[src/rtl/bp_pht_update_ctrl.sv]
// Write-port controller for one PHT: queues update/rollback requests and serialises saturating RMWs.
// Optional BP_PHT_UPD_STATS_EN adds drop_cnt/op_cnt statistics outputs.
`timescale 1ns/1ps
module bp_pht_update_ctrl #(
   parameter int unsigned INDEX_WIDTH = 10,
   parameter int unsigned CNT_WIDTH   = 2,
   parameter int unsigned CNT_INIT    = 0,
   parameter int unsigned QUEUE_DEPTH = 4
) (
   input  logic                   clk,
   input  logic                   rst,
   input  logic                   upd_en,
   input  logic [INDEX_WIDTH-1:0] upd_index,
   input  logic                   upd_taken,
   input  logic                   rb_id_en,
   input  logic [INDEX_WIDTH-1:0] rb_id_index,
   input  logic                   rb_id_taken,
   input  logic                   rb_ex_en,
   input  logic [INDEX_WIDTH-1:0] rb_ex_index,
   input  logic                   rb_ex_taken,
   output logic                   tbl_rd_en,
   output logic [INDEX_WIDTH-1:0] tbl_rd_index,
   input  logic [CNT_WIDTH-1:0]   tbl_rd_data,
   output logic                   tbl_wr_en,
   output logic [INDEX_WIDTH-1:0] tbl_wr_index,
   output logic [CNT_WIDTH-1:0]   tbl_wr_data,
   output logic                   stall_req,
   output logic                   init_done,
   output logic                   idle
`ifdef BP_PHT_UPD_STATS_EN
   ,
   output logic [15:0]            drop_cnt,
   output logic [31:0]            op_cnt
`endif
);

   localparam int unsigned PTR_W = $clog2(QUEUE_DEPTH);
   localparam logic [PTR_W:0] DEPTH_V = (PTR_W+1)'(QUEUE_DEPTH);
   localparam logic [INDEX_WIDTH-1:0] IDX_LAST = '1;
   localparam logic [CNT_WIDTH-1:0] CNT_MAX = '1;
   localparam logic [CNT_WIDTH-1:0] CNT_INIT_V = CNT_WIDTH'(CNT_INIT);

   typedef enum logic {ST_INIT, ST_RUN} state_t;

   // up=1 means +1, up=0 means -1
   typedef struct packed {
      logic [INDEX_WIDTH-1:0] index;
      logic                   up;
   } entry_t;

   state_t                 state;
   logic [INDEX_WIDTH-1:0] init_ptr;
   entry_t                 q [QUEUE_DEPTH];
   logic [PTR_W-1:0]       head, tail;
   logic [PTR_W:0]         count, free;
   logic                   w_valid, w_up;
   logic [INDEX_WIDTH-1:0] w_index;
   logic                   prev_wr_valid;
   logic [INDEX_WIDTH-1:0] prev_wr_index;
   logic [CNT_WIDTH-1:0]   prev_wr_data;
   logic                   pop;
   logic [2:0]             req_v;
   entry_t                 req_e [3];
   entry_t                 push_e [3];
   logic [1:0]             n_push;
   logic [CNT_WIDTH-1:0]   old_cnt, new_cnt;
`ifdef BP_PHT_UPD_STATS_EN
   logic [1:0]             n_drop;
   logic [16:0]            drop_sum;
`endif

   function automatic logic [PTR_W-1:0] wrap_add(input logic [PTR_W-1:0] base, input logic [1:0] off);
      logic [PTR_W+1:0] sum;
      sum = (PTR_W+2)'(base) + (PTR_W+2)'(off);
      if (sum >= (PTR_W+2)'(QUEUE_DEPTH)) sum = sum - (PTR_W+2)'(QUEUE_DEPTH);
      return sum[PTR_W-1:0];
   endfunction

   // Compact the accepted requests oldest-first; the later sources lose when slots run out.
   always_comb begin
      pop      = (state == ST_RUN) && (count != '0);
      free     = DEPTH_V - count + (PTR_W+1)'(pop);
      req_v    = {upd_en, rb_id_en, rb_ex_en};
      req_e[0] = {rb_ex_index, ~rb_ex_taken};
      req_e[1] = {rb_id_index, ~rb_id_taken};
      req_e[2] = {upd_index, upd_taken};
      n_push   = '0;
`ifdef BP_PHT_UPD_STATS_EN
      n_drop   = '0;
`endif
      for (int unsigned k = 0; k < 3; k++) push_e[k] = '0;
      for (int unsigned k = 0; k < 3; k++) begin
         if (state == ST_RUN && req_v[k]) begin
            if ((PTR_W+1)'(n_push) < free) begin
               push_e[n_push] = req_e[k];
               n_push = n_push + 2'd1;
            end
`ifdef BP_PHT_UPD_STATS_EN
            else n_drop = n_drop + 2'd1;
`endif
         end
      end
   end

   // A read issued alongside a same-index write returns stale data, so use the last written value.
   always_comb begin
      old_cnt = (prev_wr_valid && prev_wr_index == w_index) ? prev_wr_data : tbl_rd_data;
      if (w_up) new_cnt = (old_cnt == CNT_MAX) ? old_cnt : old_cnt + CNT_WIDTH'(1);
      else      new_cnt = (old_cnt == '0)      ? old_cnt : old_cnt - CNT_WIDTH'(1);
      tbl_rd_en    = 1'b0;
      tbl_rd_index = '0;
      tbl_wr_en    = 1'b0;
      tbl_wr_index = '0;
      tbl_wr_data  = '0;
      if (!rst) begin
         if (state == ST_INIT) begin
            tbl_wr_en    = 1'b1;
            tbl_wr_index = init_ptr;
            tbl_wr_data  = CNT_INIT_V;
         end else if (w_valid) begin
            tbl_wr_en    = 1'b1;
            tbl_wr_index = w_index;
            tbl_wr_data  = new_cnt;
         end
         if (pop) begin
            tbl_rd_en    = 1'b1;
            tbl_rd_index = q[head].index;
         end
      end
      stall_req = rst || (state == ST_INIT) || ((DEPTH_V - count) < (PTR_W+1)'(3));
      init_done = !rst && (state == ST_RUN);
      idle      = !rst && (state == ST_RUN) && (count == '0) && !w_valid;
   end

   always_ff @(posedge clk) begin
      if (rst) begin
         state         <= ST_INIT;
         init_ptr      <= '0;
         head          <= '0;
         tail          <= '0;
         count         <= '0;
         w_valid       <= 1'b0;
         w_up          <= 1'b0;
         w_index       <= '0;
         prev_wr_valid <= 1'b0;
         prev_wr_index <= '0;
         prev_wr_data  <= '0;
      end else begin
         case (state)
            ST_INIT: begin
               init_ptr <= init_ptr + INDEX_WIDTH'(1);
               if (init_ptr == IDX_LAST) state <= ST_RUN;
            end
            default: state <= ST_RUN;
         endcase
         tail    <= wrap_add(tail, n_push);
         if (pop) head <= wrap_add(head, 2'd1);
         count   <= count + (PTR_W+1)'(n_push) - (PTR_W+1)'(pop);
         w_valid <= pop;
         if (pop) begin
            w_index <= q[head].index;
            w_up    <= q[head].up;
         end
         prev_wr_valid <= tbl_wr_en;
         prev_wr_index <= tbl_wr_index;
         prev_wr_data  <= tbl_wr_data;
      end
   end

   always_ff @(posedge clk) begin
      for (int unsigned k = 0; k < 3; k++)
         if (!rst && k < 32'(n_push)) q[wrap_add(tail, 2'(k))] <= push_e[k];
   end

`ifdef BP_PHT_UPD_STATS_EN
   assign drop_sum = {1'b0, drop_cnt} + 17'(n_drop);

   always_ff @(posedge clk) begin
      if (rst) begin
         drop_cnt <= '0;
         op_cnt   <= '0;
      end else begin
         drop_cnt <= drop_sum[16] ? 16'hFFFF : drop_sum[15:0];
         if (state == ST_RUN && w_valid) op_cnt <= op_cnt + 32'd1;
      end
   end
`endif

endmodule
[config.mk]
export PLATFORM = sky130hd
export DESIGN_NAME = bp_pht_update_ctrl
export DESIGN_NICKNAME = d
export VERILOG_FILES = /design/src/rtl/bp_pht_update_ctrl.sv
export SDC_FILE = /design/constraint.sdc
export NUM_CORES = 1
export LEC_CHECK = 0
export ABC_CLOCK_PERIOD_IN_PS = 7250
export CORE_MARGIN = 2
export CORE_UTILIZATION = 60
export CTS_CLUSTER_SIZE = 40
export DETAILED_ROUTE_END_ITERATION = 10
export DONT_BUFFER_PORTS = 1
export PLACE_DENSITY = 0.76
export SETUP_SLACK_MARGIN = 0.3
export SYNTH_ARGS = -nofsm -noshare
export SYNTH_HDL_FRONTEND = slang
export SYNTH_SLANG_ARGS = --single-unit
[constraint.sdc]
create_clock -name clk -period 7.25 [get_ports clk]
set_clock_uncertainty 0.1 [all_clocks]
set_input_delay 1.45 -clock clk [delete_from_list [all_inputs] [get_ports clk]]
set_output_delay 1.45 -clock clk [all_outputs]
set_load 0.005 [all_outputs]
==> After elaboration in Yosys (flattened, before gate mapping) <==
Memory sizes are Yosys's and may differ from the RTL's. A register that Yosys moved wholly into a read port is not among the register bits.
Index checks and enable logic that the tools add are counted.
{ "totals": {"register_bits": 43, "ram_bits": 44, "in_bits": 40, "output_inout_bits": 27, "mem_count": 1} }
{ "mem_list": {"columns": ["memory", "depth", "word_bits", "read_ports", "rd_ports_with_merged_regs", "write_ports", "line_no", "text"], "rows": [
  ["q", 4, 11, 1, 1, 3, "53", "entry_t q [QUEUE_DEPTH];"]
]} }
{ "op_classes": {"add_sub_neg": 18, "order_cmp": 16, "n_eq_ne": 3, "mux": 53, "bitwise": 5, "n_reduce_logical": 20} }
{ "ops": {"columns": ["op", "count"], "rows": [
  ["$mux W33", 4],
  ["$bwmux W33", 2],
  ["$mux W10", 5],
  ["$demux W11 S2", 2],
  ["$mux W11", 4],
  ["$mux W2", 22],
  ["$ge A3 B3 Y1 const B", 6],
  ["$mux W1", 14],
  ["$logic_and A1 B1 Y1", 13],
  ["$sub A2 B1 Y2 const B", 6],
  ["$add A10 B1 Y10 const B", 1],
  ["$eq A10 B10 Y1", 1],
  ["$eq A10 B10 Y1 const B", 1],
  ["$add A2 B1 Y2 const B", 3],
  ["$add A2 B1 Y3 const B", 2],
  ["$lt A2 B3 Y1", 2],
  ["$lt A3 B1 Y1 const B", 2],
  ["$not A2 Y3", 2],
  ["$lt A1 B2 Y1 const A", 2],
  ["$add A2 B2 Y3", 1],
  ["$add A2 B2 Y3 const B", 1],
  ["$add A3 B1 Y3", 1],
  ["$add A3 B2 Y3", 1],
  ["$ge A2 B3 Y1 const B", 1],
  ["other kinds (12)", 16]
]} }

==> Logic depth before layout (Yosys ltp) <==
{ "logic_depth": {"ltp_word": 17, "depth_mapped": 23, "ltp_nobuf": 19} }

==> Least setup slack after synthesis <==
No wires, ideal clock.
{ "synth_path": {"path_type": "reg2reg", "startpoint": "register count[0]", "endpoint": "register count[2]", "setup_time_ps": 128, "arrival_ps": 4585, "required_time_ps": 7022, "setup_slack_ps": 2437, "stages_incl_launch_ff": 24, "path_buffers": 4, "period_less_slack_ps": 4813, "path_cell_list": "dfxtp_1 inv_1 ha_1 ha_1 nor2b_1 clkbuf_1 ha_1 ha_1 xor2_2 a21oi_2 buf_2 ha_1 or2_1 a21oi_2 and3_1 buf_2 buf_6 a21o_1 xnor2_1 ha_1 fa_1 xnor2_1 xnor2_1 nor2_1"} }
{ "synth_via": {"elab_chain_len": 14, "elab_cells_between_ends": 17, "classes_between": "add/sub (6); order compare (3); mux (6); reduce/logical (2)"} }
{ "synth_rtl": {"columns": ["item", "line_no", "text"], "rows": [
  ["start: declaration", "55", "logic [PTR_W:0] count, free;"],
  ["start signal: assignment", "158", "count <= count + (PTR_W+1)'(n_push) - (PTR_W+1)'(pop);"],
  ["$reduce_bool A3 Y1 (*)", "81", "pop = (state == ST_RUN) && (count != '0);"],
  ["$logic_and A1 B1 Y1 (*)", "81", null],
  ["net pop", "61", "logic pop;"],
  ["$add A3 B1 Y3", "82", "free = DEPTH_V - count + (PTR_W+1)'(pop);"],
  ["$lt A1 B3 Y1", "94", "if ((PTR_W+1)'(n_push) < free) begin"],
  ["$mux W1", "94", null],
  ["$mux W2", "93", "if (state == ST_RUN && req_v[k]) begin"],
  ["$lt A2 B3 Y1 or $add A2 B1 Y2 (tied branches)", "94, 96", null],
  ["$mux W2", "94", null],
  ["$mux W2", "93", null],
  ["$lt A2 B3 Y1 or $add A2 B1 Y2 (tied branches)", "94, 96", null],
  ["$mux W2", "94", null],
  ["$mux W2", "93", null],
  ["$add A3 B2 Y3", "158", null],
  ["$sub A3 B1 Y3 (*)", "158", null]
]} }
Mark *: on every way through the listed nets, which the timed path passes. The rest lies on a longest branch.
A chain may end at the register's enable or synchronous reset.

==> results_tabular.tex <==
\begin{tabular}{lr}
\hline
Metric & Value \\
\hline
\multicolumn{2}{l}{\textbf{Worst setup path}} \\
\quad Ordered list of cells on the worst path & inv\_1 > ha\_1 > ha\_1 > nor2b\_1 > ha\_1 > ha\_1 > xor2\_2 > a21oi\_2 > ha\_1 > or2\_1 > a21oi\_2 > and3\_1 > o21ai\_0 > o22ai\_1 \\
\quad Critical path endpoint category & flip-flop \\
\quad CP Data Required Time & 7.12 ns \\
\quad Kind of launch point of the worst setup path & flip-flop \\
\quad Delay contributed by the slowest stage of the critical path & 0.89 ns \\
\quad Cell repeated most along the worst path & sky130\_fd\_sc\_hd\_\_ha\_1 \\
\quad Top fanout value on the critical path & 14 \\
\quad Data arrival at the endpoint of the critical path & 5.74 ns \\
\quad Slowest cell on the critical path & sky130\_fd\_sc\_hd\_\_o22ai\_1 \\
\quad Worst Reg-to-Reg Cells & 14 \\
\quad Critical path type & flip-flop to flip-flop \\
\multicolumn{2}{l}{\textbf{Synthesis}} \\
\quad Synth unique cells & 48 \\
\quad Cell with the most instances after synthesis & sky130\_fd\_sc\_hd\_\_a21oi\_1 \\
\quad Total of warnings raised by yosys & 0 \\
\quad Proportion of synthesized chip area in sequential cells & 43.68\% \\
\quad EDFF count, synth & 44 \\
\quad Post-Synthesis Net Count & between 500 and 600 \\
\quad Main flop type after synthesis & sky130\_fd\_sc\_hd\_\_dfxtp\_1 \\
\quad Commonest cells in the synthesized netlist & sky130\_fd\_sc\_hd\_\_a21oi\_1, sky130\_fd\_sc\_hd\_\_nor2\_1, sky130\_fd\_sc\_hd\_\_dfxtp\_1 \\
\quad Area of the mapped netlist & 5087 µm² \\
\quad Main area contributors after synthesis & sky130\_fd\_sc\_hd\_\_edfxtp\_1, sky130\_fd\_sc\_hd\_\_dfxtp\_1, sky130\_fd\_sc\_hd\_\_a21oi\_1 \\
\quad Post-Syn Area per Cell & 9.783 µm² \\
\quad Share of synthesized registers carrying an async set or reset & 0\% \\
\quad Area leader, netlist & sky130\_fd\_sc\_hd\_\_edfxtp\_1 \\
\quad Area fraction of the dominant cell type after synthesis & between 20 and 30\% \\
\quad Post-Syn Instances & 520 \\
\quad Number of register bits inferred by synthesis & 89 \\
\multicolumn{2}{l}{\textbf{Finish}} \\
\quad Fraction of the core area covered by cells at the end of the flow & 64.99\% \\
\quad Fin area & 5340 µm² \\
\quad Final antenna diode count & 0 \\
\quad Number of fill cells & 667 \\
\quad Final \#Nets & 550 \\
\quad Area growth syn-to-layout & 4.968\% \\
\quad Share of layout cells above drive strength 1 & 10.47\% \\
\quad Register area & 2222 µm² \\
\quad Total area of multi-input combinational cells & 2688 µm² \\
\quad Filler-free cell count of the finished design & 611 \\
\multicolumn{2}{l}{\textbf{Placed design}} \\
\quad Placed instance area & 5097 µm² \\
\quad Placed Cells incl. Taps & 595 \\
\quad Dpl hpwl & 8710 µm \\
\quad Port-buffer cells & 0 \\
\quad RePlAce Congestion & approximately 0.94 \\
\multicolumn{2}{l}{\textbf{Power and ir drop}} \\
\quad Cell-internal power & 762.7 µW \\
\quad Pwr/cell area & 177.3 nW/µm² \\
\quad Worst IR Drop VDD & 0.1178 mV \\
\quad Net switching component of the power & around 180 µW \\
\quad Clock Power Share & 42.2\% \\
\quad Switching portion of total power & 19.42\% \\
\quad Leakage Power & slightly below 2 nW \\
\quad Comb power frac & 2.1\% \\
\quad Sequential power share & a little under three fifths \\
\multicolumn{2}{l}{\textbf{Detailed routing}} \\
\quad Number of optimization iterations in the first detailed-route pass & 5 \\
\quad Residual DRC & 0 \\
\quad Total vias in the final route & 3887 \\
\quad Post-detailed-route count of antenna-violating nets & 0 \\
\quad Drt first-iter violations & 261 \\
\quad Vias per std cell & 6.362 \\
\quad Sum of routed wire length over all layers & 11360 µm \\
\quad Average detailed-routed wire length per instance & about 19 µm \\
\multicolumn{2}{l}{\textbf{Clock network}} \\
\quad Number of hold buffers added after CTS & 0 \\
\quad Clock buffers created by TritonCTS & 9 \\
\quad CTS tree & done \\
\quad Resized cells post-CTS & 0 \\
\quad Post-CTS Setup Repair Bufs & 0 \\
\quad Number of levels the H-tree was split into & 3 \\
\quad Clock slew seen by the registers of the worst setup and hold paths & 0.09 ns \\
\quad Root buf cell & sky130\_fd\_sc\_hd\_\_clkbuf\_8 \\
\quad Clock latency of the later-clocked register in the worst-skew pair & 0.35 ns \\
\quad Clock sink total & 89 \\
\quad Clk buf depth & 2 \\
\multicolumn{2}{l}{\textbf{Timing}} \\
\quad Post-layout minimum cycle time & 5.878 ns \\
\quad Setup violations, final & 0 \\
\quad Hold WS & just over 0.4 ns \\
\quad Final Slew Violations & 0 \\
\quad Portion of the clock cycle consumed by the worst path in the final layout & about four fifths \\
\quad Relative slew slack & 24.14\% \\
\quad Setup TNS after final layout & 0 ns \\
\quad Setup repair after global routing missed its margin & false \\
\quad Number of hold-slack violations in the final timing report & 0 \\
\quad Transition at the pin with the smallest max-transition slack & 1.138 ns \\
\quad Max Clock Freq & 0.1701 GHz \\
\multicolumn{2}{l}{\textbf{Floorplan}} \\
\quad Area of the core & 8217 µm² \\
\quad Floorplan die height & 96.08 µm \\
\quad Starting density of the core & 61.92\% \\
\quad Top-level port count & 67 \\
\quad Die boundary width & 96.08 µm \\
\quad Number of placement rows & 33 \\
\quad Full die area & 9231 µm² \\
\multicolumn{2}{l}{\textbf{Flow run}} \\
\quad Max Cap Viol & 0 \\
\multicolumn{2}{l}{\textbf{Global routing}} \\
\quad Antenna violations before repair & 0 \\
\quad Pin count of the biggest net entering global routing & 47 \\
\quad Tot GR Track Use & 25.39\% \\
\quad Number of global-route vias before repair & 3539 \\
\quad Global-route congestion overflow total & 0 \\
\quad Wire length of the first global-routing pass & 17800 µm \\
\multicolumn{2}{l}{\textbf{Hold path}} \\
\quad Min-Delay Path Depth & 1 \\
\quad Min-delay worst type & flip-flop to flip-flop \\
\multicolumn{2}{l}{\textbf{Outcome}} \\
\quad Run status & finished clean \\
\hline
\end{tabular}
[per-stage QoR]
stage               power [mW]  setup WS [ns]
floorplan               0.5599          2.437
global placement        0.5576          1.516
detailed placement      0.5585          1.272
CTS                     0.9512          1.267
global route            0.9723         0.8284
finish                  0.9466          1.372
[layer usage]
layer  GRT usage [%]  vias to the layer above  wire length [µm]
li1                -                     1892                 -
met1           36.62                     1795              5200
met2           38.72                      189              5042
met3           5.951                       11               982
met4           6.429                        0               131
met5               0                        -                 0
[cell families (layout without fill, tap and decap cells)]
kind of cell | Yosys count | count (layout) | share of synthesized area [%]
compound gates | 157 | 157 | 22.11
xor+xnor | 26 | 26 | 4.624
buf+inv | 43 | 29 | 3.492
mux | 18 | 18 | 6.345
simple gates | 175 | 175 | 16.80
flops | 89 | 89 | 43.68
fa+ha+maj | 12 | 12 | 2.951
[area by class of cell]
cell class                 count  share of cell area [%]
multi-input combinational    388                   50.33
sequential                    89                   41.61
tap                          105                   2.460
clock buffer                   9                   2.320
clock inverter                 7                   2.226
inverter                      11                  0.7732
timing repair buffer           2                  0.2812
[critical path, delay by kind of cell, from the launching register on]
family                     cells  cell delay, ns
AOI/OAI and AO/OA              4            2.05
xor gates and xnor gates       1            0.17
DFF                            1            0.39
buffers and inverters          1            0.06
and+or+nand+nor                3            1.39
adders and majority gates      5            1.31
[state kept, by name, indices dropped and copies added, names as in the netlist, named ones only]
signal and flops:
count 3, head 2, init_ptr 10, prev_wr_data 2, prev_wr_index 10, prev_wr_valid 1, q 44, state 1
tail 2, w_index 10, w_up 1, w_valid 1
[cell usage in the layout, fill, tap and decap left out, types with 8 or more instances in the layout]
master and n:
sky130_fd_sc_hd__a21oi_1 51, sky130_fd_sc_hd__nor2_1 46, sky130_fd_sc_hd__dfxtp_1 45, sky130_fd_sc_hd__edfxtp_1 44, sky130_fd_sc_hd__nand2_1 43, sky130_fd_sc_hd__a22o_1 27
sky130_fd_sc_hd__nand3_1 21, sky130_fd_sc_hd__xnor2_1 19, sky130_fd_sc_hd__o21ai_0 15, sky130_fd_sc_hd__nand2b_1 15, sky130_fd_sc_hd__a21o_1 12, sky130_fd_sc_hd__a22oi_1 12
sky130_fd_sc_hd__inv_1 11, sky130_fd_sc_hd__nor2b_1 11, sky130_fd_sc_hd__and2_1 11, sky130_fd_sc_hd__mux4_2 11, sky130_fd_sc_hd__a22oi_2 9, sky130_fd_sc_hd__a221oi_1 9
sky130_fd_sc_hd__clkbuf_8 9, sky130_fd_sc_hd__ha_1 8
[path summary, 6_finish.rpt]
kind                                 start         end  slack, ns
worst min-delay path            w_index[8]  w_index[8]       0.41
worst min register to register  w_index[8]  w_index[8]       0.41
worst max-delay path              count[0]     q[1][5]       1.37
worst max register to register    count[0]     q[1][5]       1.37
[power groups by stage]
stage	registers, mW	logic, mW	clock network [mW]
4_1_cts	0.527	0.0200	0.404
5_1_grt	0.527	0.0226	0.422
3_3_place_gp	0.539	0.0191	0
2_1_floorplan	0.538	0.0219	0
6_report	0.527	0.0199	0.400
3_5_place_dp	0.539	0.0199	0
Note: power is estimated with default switching activity, not from simulation.
